--- config.mk ---
export PLATFORM = sky130hd
export DESIGN_NAME = muldiv_unit
export DESIGN_NICKNAME = d
export VERILOG_FILES = /design/src/rtl/muldiv_unit.sv
export SDC_FILE = /design/constraint.sdc
export NUM_CORES = 2
export LEC_CHECK = 0
export ABC_AREA = 0
export BUFFER_PORTS_ARGS = -buffer_cell sky130_fd_sc_hd__buf_2
export CELL_PAD_IN_SITES_DETAIL_PLACEMENT = 0
export CELL_PAD_IN_SITES_GLOBAL_PLACEMENT = 1
export CORE_UTILIZATION = 40
export DETAILED_ROUTE_END_ITERATION = 7
export GPL_TIMING_DRIVEN = 0
export HOLD_SLACK_MARGIN = 0.05
export PLACE_DENSITY = 0.7
export SYNTH_ARGS = -nofsm -noshare
export SYNTH_HDL_FRONTEND = slang
export SYNTH_SLANG_ARGS = --single-unit
export TNS_END_PERCENT = 10
--- constraint.sdc ---
create_clock -name clk -period 12 [get_ports clk]
set_clock_uncertainty 0.1 [all_clocks]
set_input_delay 0.6 -clock clk [delete_from_list [all_inputs] [get_ports clk]]
set_output_delay 0.6 -clock clk [all_outputs]
set_load 0.05 [all_outputs]
--- src/rtl/muldiv_unit.sv ---
// muldiv_unit: multi-cycle RV32M multiply/divide unit with a busy/done handshake
module muldiv_unit #(
  parameter int XLEN = 32,
  parameter bit FAST_MUL = 1'b0
) (
  input  logic            clk,
  input  logic            rst,
  input  logic            start,
  input  logic [2:0]      funct3,
  input  logic [XLEN-1:0] op_a,
  input  logic [XLEN-1:0] op_b,
  input  logic            flush,
  output logic            busy,
  output logic            done,
  output logic [XLEN-1:0] result
);
  typedef enum logic [1:0] {IDLE, MUL, DIV, FIN} state_t;
  localparam int CW = $clog2(XLEN + 1);
  state_t state;
  logic [CW-1:0] cnt;
  logic [2:0] f3;
  logic neg;
  logic [XLEN-1:0] opd;
  logic [2*XLEN-1:0] acc;
  logic is_div, sgn_a, sgn_b, neg_a, neg_b, new_neg, div0, ovf, special;
  logic [XLEN-1:0] mag_a, mag_b, spec_res;
  logic [XLEN:0] mul_sum;
  logic [XLEN+1:0] diff;
  logic [2*XLEN-1:0] mul_nxt, div_nxt, nxt, fast_p;
  // Sign-fix a magnitude product or {remainder, quotient} pair and pick the requested half.
  function automatic logic [XLEN-1:0] fin(input logic [2*XLEN-1:0] p, input logic [2:0] f, input logic n);
    logic [2*XLEN-1:0] sp;
    logic [XLEN-1:0] v;
    sp = n ? -p : p;
    v = f[1] ? p[2*XLEN-1:XLEN] : p[XLEN-1:0];
    return f[2] ? (n ? -v : v) : (f[1:0] == 2'b00 ? sp[XLEN-1:0] : sp[2*XLEN-1:XLEN]);
  endfunction
  assign is_div = funct3[2];
  assign sgn_a = is_div ? !funct3[0] : funct3[1:0] != 2'b11;
  assign sgn_b = is_div ? !funct3[0] : !funct3[1];
  assign neg_a = sgn_a & op_a[XLEN-1];
  assign neg_b = sgn_b & op_b[XLEN-1];
  assign mag_a = neg_a ? -op_a : op_a;
  assign mag_b = neg_b ? -op_b : op_b;
  assign new_neg = (is_div && funct3[1]) ? neg_a : neg_a ^ neg_b;
  assign div0 = is_div && op_b == '0;
  assign ovf = is_div && !funct3[0] && op_a == {1'b1, {(XLEN-1){1'b0}}} && &op_b;
  assign special = div0 || ovf || (!is_div && FAST_MUL);
  assign fast_p = (2*XLEN)'(mag_a) * (2*XLEN)'(mag_b);
  assign spec_res = div0 ? (funct3[1] ? op_a : '1) : ovf ? (funct3[1] ? '0 : op_a) : fin(fast_p, funct3, new_neg);
  // Shift-add keeps the multiplier in the low half; restoring divide keeps the quotient there.
  assign mul_sum = {1'b0, acc[2*XLEN-1:XLEN]} + (acc[0] ? {1'b0, opd} : '0);
  assign mul_nxt = {mul_sum, acc[XLEN-1:1]};
  assign diff = {1'b0, acc[2*XLEN-1:XLEN-1]} - {2'b00, opd};
  assign div_nxt = {diff[XLEN+1] ? acc[2*XLEN-2:XLEN-1] : diff[XLEN-1:0], acc[XLEN-2:0], !diff[XLEN+1]};
  assign nxt = state == DIV ? div_nxt : mul_nxt;
  always_ff @(posedge clk or posedge rst) begin
    if (rst) begin
      state <= IDLE;
      cnt <= '0;
      f3 <= '0;
      neg <= 1'b0;
      opd <= '0;
      acc <= '0;
      busy <= 1'b0;
      done <= 1'b0;
      result <= '0;
    end else if (flush) begin
      state <= IDLE;
      busy <= 1'b0;
      done <= 1'b0;
    end else if (state == MUL || state == DIV) begin
      acc <= nxt;
      cnt <= cnt - CW'(1);
      if (cnt == CW'(1)) begin
        state <= FIN;
        busy <= 1'b0;
        done <= 1'b1;
        result <= fin(nxt, f3, neg);
      end
    end else if (start) begin
      f3 <= funct3;
      neg <= new_neg;
      opd <= is_div ? mag_b : mag_a;
      acc <= {{XLEN{1'b0}}, is_div ? mag_a : mag_b};
      cnt <= CW'(XLEN);
      state <= special ? FIN : is_div ? DIV : MUL;
      busy <= !special;
      done <= special;
      if (special) result <= spec_res;
    end else begin
      state <= IDLE;
      done <= 1'b0;
    end
  end
endmodule

---- Word level (Yosys, flattened, before mapping) ----
Index checks and enable logic that the tools add are counted.
cells by class
  equality and inequality tests ........... 7
  muxes and demuxes ....................... 46
  reduce and logical (&&, ||, !) cells .... 22
  $mul .................................... 1
  bitwise operators ....................... 5
  add/sub/neg operators ................... 9
operators by type and width
  operator              number
  $mux 32               22
  $mux 64               5
  $neg 32->32           4
  $neg 64->64           2
  $mul 32x32->64        1
  $sub 33x32->34        1
  $add 32x32->33        1
  $eq 32x32->1 const B  1
  $logic_not 32->1      1
  $reduce_and 32->1     1
  $mux 2                6
  $mux 6                2
  $mux 1                11
  $eq 6x1->1 const B    1
  $sub 6x1->6 const B   1
  $logic_and 1x1->1     5
  $logic_not 1->1       4
  $logic_not 2->1       2
  $reduce_and 2->1      2
  $reduce_and 4->1      1
  $reduce_bool 2->1     2
  $ne 3x2->1 const B    1
  $reduce_and 3->1      1
  $reduce_bool 3->1     1
  8 further kinds       11
word-level totals
  word-level logic and storage cells ...... 99
  input bits .............................. 71
  output and inout bits ................... 34
  register bits ........................... 142

---- Longest topological paths before layout ----
  depth after elaboration ................. 14
  gate-level depth with buffers ........... 45

---- Least setup slack after synthesis ----
No wires, ideal clock.
  path kind ............................... input to register
  from .................................... input port op_a[0]
  to ...................................... register result[26]
  buffers on the path ..................... 3
  arrival time ............................ 11.026 ns
  setup time .............................. 0.122 ns
  path slack .............................. 0.753 ns
  data required time ...................... 11.778 ns
  stages .................................. 38
  cell sequence ........................... inv_1 > clkbuf_1 > ha_1 > nand2_1 > or3_1 > or3_1 > or2_2 > o21ai_0 > xor2_1 > clkbuf_1 > nor2_1 > fa_1 > fa_1 > inv_1 > fa_1 > inv_1 > fa_1 > inv_1 > [2 not listed] > fa_1 > fa_1 > inv_1 > ha_1 > clkbuf_1 > nand2_1 > nor2_1 > nand2_1 > a2111oi_0 > nor3_1 > o21ai_0 > xnor2_1 > nor4bb_1 > nand4_1 > and3_1 > o311ai_1 > nand4_1 > a32o_1
on the way
  cells in the longest elaborated chain, start to end .. 12
RTL lines
  what                                           line    text
  start: declaration                             10      input logic [XLEN-1:0] op_a,
  $neg 32->32                                    43      assign mag_a = neg_a ? -op_a : op_a;
  $mux 32                                        43
  $mul 32x32->64                                 49      assign fast_p = (2*XLEN)'(mag_a) * (2*XLEN)'(mag_b);
  $neg 64->64 / $mux 32 (equally long branches)  34, 35
  $mux 64 / $neg 32->32 (equally long branches)  34, 36
  $mux 32 (2 in series)                          36      return f[2] ? (n ? -v : v) : (f[1:0] == 2'b00 ? sp[XLEN-1:0] : sp[2*XLEN-1:XLEN]);
  $mux 32 (2 in series)                          50      assign spec_res = div0 ? (funct3[1] ? op_a : '1) : ovf ? (funct3[1] ? '0 : op_a) : fin(fast_p, funct3, new_neg ...
  $mux 32                                        90      if (special) result <= spec_res;
  $mux 32                                        81      end else if (start) begin
  $mux 32                                        72      end else if (state == MUL || state == DIV) begin
  end signal: assignment                         79      result <= fin(nxt, f3, neg);
  end signal: assignment                         90
  end: declaration                               15      output logic [XLEN-1:0] result
Several ways; a longest one is shown, not always the timed one. The select of a mux whose other input is x is not followed.
A chain may end at the register's enable or synchronous reset.

---- Worst setup path in the final report ----
  from .................................... input port op_b[31]
  to ...................................... register result[26]
on the way
  cells in the longest elaborated chain, start to end .. 12
RTL lines
  what                                               line    text
  start: declaration                                 11      input logic [XLEN-1:0] op_b,
  $neg 32->32 / $and 1x1->1 (equally long branches)  44, 42
  $mux 32                                            44      assign mag_b = neg_b ? -op_b : op_b;
  $mul 32x32->64                                     49
  $neg 64->64 / $mux 32 (equally long branches)      34, 35
  $mux 64 / $neg 32->32 (equally long branches)      34, 36
  $mux 32 (2 in series)                              36
  $mux 32 (2 in series)                              50
  $mux 32                                            90
  $mux 32                                            81
  $mux 32                                            72
Several ways; a longest one is shown, not always the timed one. The select of a mux whose other input is x is not followed.

==> summary.md <==
| Metric | Value |
|---|---|
| Share of the yosys chip area belonging to registers | 6.904% |
| Post-synthesis to final-layout area growth | 11.98% |
| Number of stages on the worst hold path | 2 |
| Pin count of the biggest net entering global routing | 97 |
| Max_cap viols | 3 |
| Max transition margin | -11.59% |
| Pre-CTS setup slack | -4.235 ns |
| Total Negative Setup Slacks | 0 ns |
| Clock transition at the registers of the reported paths | 0.07 ns |
| Cell count after synthesis | 6,541 |
| Startpoint class of the critical path | input pin |
| Count of flip-flops with a built-in enable after synthesis | 0 |
| Result of the run | finished, violations left |
| Die span in y | 360.7 um |
| Overall Global Routing Usage | 42.28% |
| Initial antenna violation count | 21 |
| Critical Path AT | 12.19 ns |
| Number of nets produced by synthesis | 7,831 |
| IO Count | 105 |
| First-pass GRT wire length | 386,800 um |
| Number of buffers created by CTS | 17 |
| Filler cell count | 13,210 |
| Final routed DRC violation total | 0 |
| Depth of the worst register-to-register path | 21 |
| Clock Tree Buf Depth | 2 |
| Sort of element at the end of the critical path | flop |
| Measured slew at the worst slew-check pin | 1.661 ns |
| Max Fclk | 83.97 MHz |
| HP Class | reg2reg |
| Required time at the endpoint of the critical path | 12.28 ns |
| Post-route setup slack | 0.09155 ns |
| Total global routing overflow | 0 |
| Number of nets with antenna violations after routing | 0 |
| Worst Path Max Fanout | 10 |
| Critical Path Slowest Stage Cell | sky130_fd_sc_hd__clkbuf_1 |
| Category of the most critical setup path | in2reg |
| Clock latency reported for the late side of the worst-skew pair | 0.51 ns |
| IO buf count | 89 |
| Detailed Routing Iterations Pass 1 | 7 |
| Initial core utilization | 40.36% |
| Area of the mapped netlist | 51,470 um^2 |
| Root Driver | sky130_fd_sc_hd__clkbuf_16 |
| Placement row count | 131 |
| Finish-stage setup viols | 0 |
| Delay contributed by the slowest stage of the critical path | 0.94 ns |
| Number of levels in the clock H-tree | 4 |
| Area of combinational cells with multiple inputs | 44,500 um^2 |
| Predominant post-synthesis flop cell | sky130_fd_sc_hd__dfrtp_1 |
| Total die area | 130,100 um^2 |
| Footprint of the flip-flops and latches | 3553 um^2 |
| Top cell by count, worst path | sky130_fd_sc_hd__fa_1 |
| DRC marker count from the first detailed-route iteration | 5,465 |
| Synth cell types | 112 |
| Failing checks | capacitance limit, slew limit |
| Number of synthesized register bits | 142 |
| Warnings from Yosys | 0 |
| Weighted congestion reported at the end of routability-driven placement | 1.106 |
| Slew Viols, Final | 12 |
| Vias post-DR | 51,600 |
| Die Span X | 360.7 um |
| Sinks on the clock net | 142 |
| Via count of the first global-routing pass | 51,420 |
| Detailed Place HPWL | 230,100 um |
| Share of synthesized flip-flops with an asynchronous set or reset | 100.0% |
| Average via count per standard cell | 6.138 |
| Core region area | 127,500 um^2 |
| Net total in the final layout | 8,008 |
| Portion of the clock cycle consumed by the worst path in the final layout | 99.24% |
| TritonCTS clock tree | built |
| Mean area per synthesized cell | 7.868 um^2 |
| Share of post-route cells with drive strength above 1 | 9.969% |
| Total detailed-routing wirelength | 277,300 um |
| Count of final hold-check violations | 0 |
| Drt wl/cell | 32.99 um |
| Post-layout min period | 11.91 ns |
-- area by class of cell --
class / instances / area share [%]
Inverter: 991 / 6.487
Buffer: 355 / 2.918
Clock buffer: 18 / 0.7620
Timing Repair Buffer: 181 / 2.494
Antenna cell: 13 / 0.05645
Sequential cell: 142 / 6.166
Multi-Input combinational cell: 5030 / 77.22
Tap cell: 1662 / 3.608
Clock inverter: 14 / 0.2909
-- cell families after synthesis --
| family | synth area share (%) |
|---|---|
| AOI/OAI and AO/OA | 15.04 |
| xor gates and xnor gates | 4.186 |
| adders and majority gates | 42.72 |
| buffers and inverters | 10.06 |
| DFF | 6.904 |
| muxes | 1.551 |
| and+or+nand+nor | 19.53 |
-- routing by layer --
metal | track usage (%) | routed length [um] | up-vias
met4 | 37.50 | 30260 | 10
met5 | 0 | 57 | -
met2 | 65.98 | 123300 | 2941
li1 | - | - | 21540
met3 | 9.523 | 24340 | 967
met1 | 48.78 | 99360 | 26140
-- synth_stat cells (21+ instances only) --
library cell	instances	share of area [%]
sky130_fd_sc_hd__inv_1	990	7.2
sky130_fd_sc_hd__a211oi_1	40	0.58
sky130_fd_sc_hd__a31oi_1	52	0.63
sky130_fd_sc_hd__clkbuf_1	332	2.4
sky130_fd_sc_hd__mux2i_1	55	1.1
sky130_fd_sc_hd__nor2_1	860	6.3
sky130_fd_sc_hd__or3_1	24	0.29
sky130_fd_sc_hd__and3_1	29	0.35
sky130_fd_sc_hd__nand3_1	66	0.64
sky130_fd_sc_hd__xor2_1	104	1.8
sky130_fd_sc_hd__o22ai_1	21	0.26
sky130_fd_sc_hd__dfrtp_1	142	6.9
sky130_fd_sc_hd__o21ai_0	339	3.3
sky130_fd_sc_hd__xnor2_1	142	2.4
sky130_fd_sc_hd__fa_1	897	35
sky130_fd_sc_hd__nand2_1	876	6.4
sky130_fd_sc_hd__nand2b_1	35	0.43
sky130_fd_sc_hd__o31ai_1	27	0.39
sky130_fd_sc_hd__nor3_1	99	0.96
sky130_fd_sc_hd__a21oi_1	308	3.0
sky130_fd_sc_hd__o211ai_1	50	0.73
sky130_fd_sc_hd__and2_1	73	0.89
sky130_fd_sc_hd__buf_1	23	0.17
sky130_fd_sc_hd__ha_1	322	7.8
sky130_fd_sc_hd__nand4_1	67	0.81
sky130_fd_sc_hd__a21o_1	51	0.74
sky130_fd_sc_hd__nor4_1	40	0.49
sky130_fd_sc_hd__o21a_1	41	0.60
-- layout by cell type, fill, tap and decap left out, types with 18 or more instances in the layout --
| cell | count |
|---|---|
| sky130_fd_sc_hd__buf_2 | 116 |
| sky130_fd_sc_hd__dfrtp_1 | 142 |
| sky130_fd_sc_hd__nor4_1 | 30 |
| sky130_fd_sc_hd__and2_1 | 73 |
| sky130_fd_sc_hd__nor2_1 | 846 |
| sky130_fd_sc_hd__o21ai_1 | 21 |
| sky130_fd_sc_hd__inv_1 | 983 |
| sky130_fd_sc_hd__nand4_1 | 67 |
| sky130_fd_sc_hd__o31ai_1 | 24 |
| sky130_fd_sc_hd__buf_4 | 60 |
| sky130_fd_sc_hd__fa_1 | 888 |
| sky130_fd_sc_hd__nand3_1 | 66 |
| sky130_fd_sc_hd__nor3_1 | 91 |
| sky130_fd_sc_hd__clkbuf_1 | 198 |
| sky130_fd_sc_hd__xor2_1 | 61 |
| sky130_fd_sc_hd__o21a_1 | 40 |
| sky130_fd_sc_hd__buf_8 | 20 |
| sky130_fd_sc_hd__clkbuf_2 | 78 |
| sky130_fd_sc_hd__a21o_1 | 51 |
| sky130_fd_sc_hd__or3_1 | 23 |
| sky130_fd_sc_hd__a211oi_1 | 35 |
| sky130_fd_sc_hd__xnor2_2 | 43 |
| sky130_fd_sc_hd__o22ai_1 | 21 |
| sky130_fd_sc_hd__and3_1 | 27 |
| sky130_fd_sc_hd__mux2i_1 | 55 |
| sky130_fd_sc_hd__ha_1 | 313 |
| sky130_fd_sc_hd__nand2b_1 | 35 |
| sky130_fd_sc_hd__clkbuf_4 | 20 |
| sky130_fd_sc_hd__nand2_1 | 872 |
| sky130_fd_sc_hd__mux2_2 | 20 |
| sky130_fd_sc_hd__a31oi_1 | 48 |
| sky130_fd_sc_hd__o21ai_0 | 311 |
| sky130_fd_sc_hd__xnor2_1 | 89 |
| sky130_fd_sc_hd__xor2_2 | 29 |
| sky130_fd_sc_hd__o211ai_1 | 50 |
| sky130_fd_sc_hd__or2_2 | 18 |
| sky130_fd_sc_hd__a21oi_1 | 294 |
-- final timing paths --
| check | slack [ns] | start | endpoint |
|---|---|---|---|
| worst min-delay path | 0.38 | result[2]$_DFFE_PP0P_ | result[2]$_DFFE_PP0P_ |
| worst max register to register | 3.29 | acc[41]$_DFFE_PP0P_ | result[26]$_DFFE_PP0P_ |
| max in group asynchronous | 10.38 | rst | opd[13]$_DFFE_PP0P_ |
| min in group asynchronous | 0.52 | rst | result[19]$_DFFE_PP0P_ |
| worst min register to register | 0.38 | result[2]$_DFFE_PP0P_ | result[2]$_DFFE_PP0P_ |
| worst max-delay path | 0.09 | op_b[31] | result[26]$_DFFE_PP0P_ |
-- registers in the layout (all words and copies together), names as in the netlist --
name and cells:
state 2, cnt 6, busy 1, f3 3, done 1, acc 64, result 32, neg 1
opd 32
-- through the flow --
stage	std cells	instance area, um^2	util (%)	hold slack, ns
final	8406	57630	45.20	0.3761
after detailed placement	8321	54690	42.89	0.3695
after floorplan	6541	51470	-	0.3579
after CTS	8376	56720	44.48	0.3601
after global routing	8394	57600	45.17	0.4039
after global placement	8292	53990	42.34	0.3586
-- worst max-delay path: cells and delay by family --
| kind | cells | cell delay, ns |
|---|---|---|
| AO/OA/AOI/OAI | 8 | 2.64 |
| XOR/XNOR | 1 | 0.32 |
| adder cells (fa/ha/maj) | 9 | 3.83 |
| buffers and inverters | 9 | 2.46 |
| AND/OR/NAND/NOR | 8 | 2.27 |
-- timing repair --
| item | 4_1_cts | 5_1_grt |
|---|---|---|
| setup buffers | 36 | 25 |
| pin swaps | 19 | 23 |
| hold buffers | 1 | 0 |
| setup endpoints to repair | 10 | 9 |
| gates cloned | 0 | 0 |
| resized for setup | 302 | 174 |
| hold endpoints to repair | 46 | 0 |
Power is left out: the tool's default activity adds up to more than one toggle a clock period on the data nets, which glitch-free logic cannot reach.
